### src/rtl/spi_master_ctrl.sv
// SPI master: one 16-bit {addr, rw, data} frame per start, MSB first, sclk idles low.
// Optional define SPI_MISO_SYNC_EN puts a 2-flop synchronizer on miso_pin.
//
// state | meaning
// IDLE  | cs high, waiting for start
// SETUP | cs low, sclk low for CLKDIV cycles before the first bit
// SHIFT | 16 bits, each CLKDIV low then CLKDIV high
// HOLD  | cs low, sclk low for CLKDIV cycles, then done
module spi_master_ctrl #(
  parameter int CLKDIV = 4
) (
  input  logic       clk,
  input  logic       reset,
  input  logic       start,
  input  logic       rw,
  input  logic [6:0] addr,
  input  logic [7:0] wdata,
  output logic       busy,
  output logic       done,
  output logic [7:0] rdata,
  output logic       sclk_pin,
  output logic       cs_pin,
  output logic       mosi_pin,
  input  logic       miso_pin
);

  localparam int CW = (CLKDIV > 1) ? $clog2(CLKDIV) : 1;
  localparam logic [CW-1:0] CNT_LOAD = CW'(CLKDIV - 1);

  typedef enum logic [1:0] {IDLE, SETUP, SHIFT, HOLD} state_t;

  state_t        state, state_n;
  logic [CW-1:0] cnt, cnt_n;
  logic [3:0]    bit_cnt, bit_n;
  logic [15:0]   sr, sr_n;
  logic          rw_q, rw_n;
  logic          sclk_n, cs_n, mosi_n, busy_n, done_n;
  logic [7:0]    rdata_n;
  logic [15:0]   frame;
  logic          miso_s;
  logic          tc;

`ifdef SPI_MISO_SYNC_EN
  logic miso_m1, miso_m2;
  always_ff @(posedge clk or posedge reset) begin
    if (reset) begin
      miso_m1 <= 1'b0;
      miso_m2 <= 1'b0;
    end else begin
      miso_m1 <= miso_pin;
      miso_m2 <= miso_m1;
    end
  end
  assign miso_s = miso_m2;
`else
  assign miso_s = miso_pin;
`endif

  assign frame = {addr, rw, (rw ? 8'h00 : wdata)};
  assign tc    = (cnt == '0);

  always_ff @(posedge clk or posedge reset) begin
    if (reset) begin
      state    <= IDLE;
      cnt      <= '0;
      bit_cnt  <= '0;
      sr       <= '0;
      rw_q     <= 1'b0;
      sclk_pin <= 1'b0;
      cs_pin   <= 1'b1;
      mosi_pin <= 1'b0;
      busy     <= 1'b0;
      done     <= 1'b0;
      rdata    <= '0;
    end else begin
      state    <= state_n;
      cnt      <= cnt_n;
      bit_cnt  <= bit_n;
      sr       <= sr_n;
      rw_q     <= rw_n;
      sclk_pin <= sclk_n;
      cs_pin   <= cs_n;
      mosi_pin <= mosi_n;
      busy     <= busy_n;
      done     <= done_n;
      rdata    <= rdata_n;
    end
  end

  always_comb begin
    state_n = state;
    cnt_n   = cnt;
    bit_n   = bit_cnt;
    sr_n    = sr;
    rw_n    = rw_q;
    sclk_n  = sclk_pin;
    cs_n    = cs_pin;
    mosi_n  = mosi_pin;
    busy_n  = busy;
    done_n  = 1'b0;
    rdata_n = rdata;

    case (state)
      IDLE: begin
        if (start) begin
          sr_n    = {frame[14:0], 1'b0};
          mosi_n  = frame[15];
          rw_n    = rw;
          cs_n    = 1'b0;
          busy_n  = 1'b1;
          sclk_n  = 1'b0;
          cnt_n   = CNT_LOAD;
          bit_n   = '0;
          state_n = SETUP;
        end
      end
      SETUP: begin
        if (tc) begin
          cnt_n   = CNT_LOAD;
          state_n = SHIFT;
        end else begin
          cnt_n = cnt - 1'b1;
        end
      end
      SHIFT: begin
        if (!tc) begin
          cnt_n = cnt - 1'b1;
        end else begin
          cnt_n = CNT_LOAD;
          if (!sclk_pin) begin
            sclk_n = 1'b1;
          end else begin
            // Last clk of the high phase: sample miso, then drop sclk and advance mosi
            sclk_n = 1'b0;
            mosi_n = sr[15];
            sr_n   = {sr[14:0], 1'b0};
            if (rw_q && bit_cnt[3])
              rdata_n = {rdata[6:0], miso_s};
            bit_n = bit_cnt + 4'd1;
            if (bit_cnt == 4'd15)
              state_n = HOLD;
          end
        end
      end
      HOLD: begin
        if (tc) begin
          cs_n    = 1'b1;
          busy_n  = 1'b0;
          done_n  = 1'b1;
          state_n = IDLE;
        end else begin
          cnt_n = cnt - 1'b1;
        end
      end
      default: state_n = IDLE;
    endcase
  end

endmodule
### config.mk
export PLATFORM = sky130hd
export DESIGN_NAME = spi_master_ctrl
export DESIGN_NICKNAME = d
export VERILOG_FILES = /design/src/rtl/spi_master_ctrl.sv
export SDC_FILE = /design/constraint.sdc
export NUM_CORES = 1
export LEC_CHECK = 0
export CORE_UTILIZATION = 41
export CTS_CLUSTER_SIZE = 28
export DETAILED_ROUTE_END_ITERATION = 12
export PLACE_DENSITY = 0.68
export SETUP_SLACK_MARGIN = 0.5
export SKIP_LAST_GASP = 1
export SYNTH_ARGS = -nofsm -noshare
export SYNTH_HDL_FRONTEND = slang
export SYNTH_SLANG_ARGS = --single-unit
### constraint.sdc
create_clock -name clk -period 1.65 [get_ports clk]
set_input_delay 0.2475 -clock clk [delete_from_list [all_inputs] [get_ports clk]]
set_output_delay 0.2475 -clock clk [all_outputs]
set_load 0.02 [all_outputs]
==> impl_metrics.csv, run 1 <==
group,metric,value,unit
outcome,status,"complete, no violations",
final_layout,num-nets-final,248,
setup_path,crit_start,"state[1]",
grt,antenna_found_initial,0,
synth,netlist_area,1860,um^2
clock_tree,cts_sinks,37,
setup_path,cp.arrival,1810,ps
hold_path,hp-class,"in -> async",
run,drv_cap,0,
synth,ys_seq_area_share,49.8,%
clock_tree,clk_pin_slew,70,ps
clock_tree,cts_tree,"built",
sta,worst_slew_pin_slew,258,ps
sta,maxSlewHeadroom,82.8,%
drt,wl,4.07,mm
clock_tree,cts_buffers,5,
drt,drt_first_pass_iters,6,
sta,hold_viol_final,0,
power_and_ir_drop,ir_drop,0.000472,V
synth,syn_area_per_cell,11.4,um^2
grt,grt_usage,16.9,%
sta,holdWs,304,ps
clock_tree,cts-root-buf,"clkbuf_8",
sta,setup_ws,20.0,ps
setup_path,start_kind,"register",
synth,syn_nets,190,
setup_path,reg2reg_to,"sr[2]",
sta,fmaxAchievable,613,MHz
synth,yosysUniqueCellTypes,33,
drt,antenna_left,0,
final_layout,syn2layout_area_growth,40.8,%
grt,grt_max_degree,38,
floorplanning,die_x,69.4,um
placement,place.gp.congestion,0.806,
setup_path,endpoint,"sr[2]",
setup_path,worstPathMaxFanout,5,
floorplanning,fp.dieH,69.4,um
drt,drc,0,
power_and_ir_drop,p_leak,1.26,nW
final_layout,fillers,327,
grt,overflow,0,
setup_path,r2r_slack,20,ps
floorplanning,rows,24,
synth,synth_edf_count,0,
sta,rsz0062_at_grt,"true",
sta,min_period,1630,ps
grt,grt-busiest-layer,"met2",
floorplanning,die_area,4810,um^2
setup_path,worst_ep_required_time,1830,ps
clock_tree,clock_latency,290,ps
sta,fin_setup_tns,0,ps
drt,vias_per_cell,5.15,
sta,fin_worst_skew,5.54,ps
drt,drt_iter0_markers,64,
clock_tree,htreeDepth,2,
synth,yosysWarnings,0,
grt,use_met2,29.3,%
synth,async_flop_share,100,%
power_and_ir_drop,power.density,610,nW/um^2
drt,wl_per_cell,14.9,um
sta,slew_violations,0,
synth,synth_common_cells,"dfrtp_1 (36), nor2_1 (23), a21oi_2 (12), mux2i_1 (10), inv_1 (9)",
grt,globalRouteMet3Util,4.36,%
final_layout,antennaDiodeCount,0,
final_layout,fin_util,60.2,%
placement,pre_cts_ws,-24.2,ps
setup_path,timing.rr.start,"state[1]",
grt,grt_pass1_wl,6.49,mm
synth,synth_top_area_share,48.4,%
floorplanning,pin_count,33,
sta,setup_violations,0,
grt,grt_pass1_vias,1429,
synth,synth_area_leaders,"dfrtp_1 (48%), mux2_4 (6.5%), a21oi_2 (5.6%)",
setup_path,r2r_cells,9,
synth,synthFlopType,"dfrtp_1",
sta,finalCritPeriodShare,98.8,%
synth,synth.most_common_cell,"dfrtp_1",
synth,ys_ff_latch,37,
final_layout,drive_above_1_share,42.8,%
synth,netlist_instances,163,
grt,met1_usage,20.2,%
setup_path,worstSetupPathType,"reg -> reg",
clock_tree,clockBufferDepth,2,
floorplanning,initial_core_util,42.7,%
placement,hpwl,2.49,mm
synth,synth_area_leader_cell,"dfrtp_1",
setup_path,cp-end-kind,"register",
drt,vias,1410,
placement,io_buffers,32,
floorplanning,core-area,4350,um^2
==> stage by stage <==
stage / power [mW] / std cells / instance area (um^2)
2_1_floorplan: 0.945 / 163 / 1910
3_3_place_gp: 1.01 / 251 / 2340
3_5_place_dp: 1.01 / 251 / 2340
4_1_cts: 1.62 / 265 / 2440
5_1_grt: 1.67 / 274 / 2620
6_report: 1.60 / 274 / 2620
==> logic make-up (layout without fill, tap and decap cells) <==
family	after synthesis	count (layout)	share of synthesized area (%)
AND/OR/NAND/NOR	40	40	9.35
buffers and inverters	17	76	5.51
AO/OA/AOI/OAI	40	40	16.2
multiplexers	22	22	14.4
flip-flops	37	37	49.8
adder cells (fa/ha/maj)	7	7	4.71
==> layer usage <==
metal	vias up	wire length, um
met3	4	138
met5	-	0
met4	0	47
met1	693	1810
li1	683	-
met2	30	2070
==> state kept, by name (all words and copies together), names as in the netlist <==
register	cells
sclk_pin	1
cnt	2
bit_cnt	4
sr	15
rdata	8
mosi_pin	1
done	1
rw_q	1
cs_pin	1
state	2
busy	1
==> critical path, stage by stage (launching register included) <==
cell,delay [ps]
dfrtp_1,420
buf_6,140
ha_4,160
buf_6,120
mux2i_4,180
a21oi_4,70
buf_12,140
clkbuf_16,150
nor2_2,90
a21oi_2,40
==> power by group <==
group	internal, mW	total, mW	switching (mW)
combinational	0.0484	0.0787	0.0303
sequential	0.908	0.909	0.000980
clock	0.296	0.611	0.315
total	1.25	1.60	0.346
==> layout make-up <==
type	count	area (um^2)	share of cell area, %
Multi-Input combinational cell	109	958	36.6
Tap cell	52	65.1	2.48
Sequential cell	37	928	35.4
Clock inverter	1	5.00	0.191
Clock buffer	7	76.3	2.91
Timing Repair Buffer	59	553	21.1
Inverter	9	33.8	1.29
==> worst min-delay path by stage <==
stage | start | endpoint | slack [ps] | cells past startpoint
floorplan | wdata[0] | sr[1] | 390 | 2
global placement | cnt[1] | cnt[1] | 480 | 1
detailed placement | cnt[1] | cnt[1] | 490 | 1
CTS | reset | sr[13] | 320 | 3
global route | reset | rdata[7] | 330 | 3
finish | reset | sr[14] | 300 | 3
==> layout by cell type, fill, tap and decap left out, types with 6 or more instances in the layout <==
| master | instances |
|---|---|
| a21oi_1 | 6 |
| a21oi_2 | 12 |
| a22oi_1 | 6 |
| buf_2 | 12 |
| buf_4 | 17 |
| clkdlybuf4s50_1 | 19 |
| dfrtp_1 | 35 |
| inv_1 | 7 |
| mux2_4 | 9 |
| mux2i_1 | 9 |
| nor2_1 | 18 |
==> timing repair <==
| action | 4_1_cts | 5_1_grt |
|---|---|---|
| setup endpoints to repair | 49 | 39 |
| resized for setup | 57 | 26 |
| setup buffers | 6 | 6 |
| hold buffers | 0 | 0 |
| endpoints found under the hold margin | 0 | 0 |
| gates cloned | 0 | 3 |
| pin swaps | 3 | 7 |
Note: power is estimated with default switching activity, not from simulation.
==> inputs of run 2 (changes only) <==
CAP_MARGIN = 25   (was not set)
==> results of run 2 <==
Same layout as run 1: the final DEF is identical, and so are final timing and power.
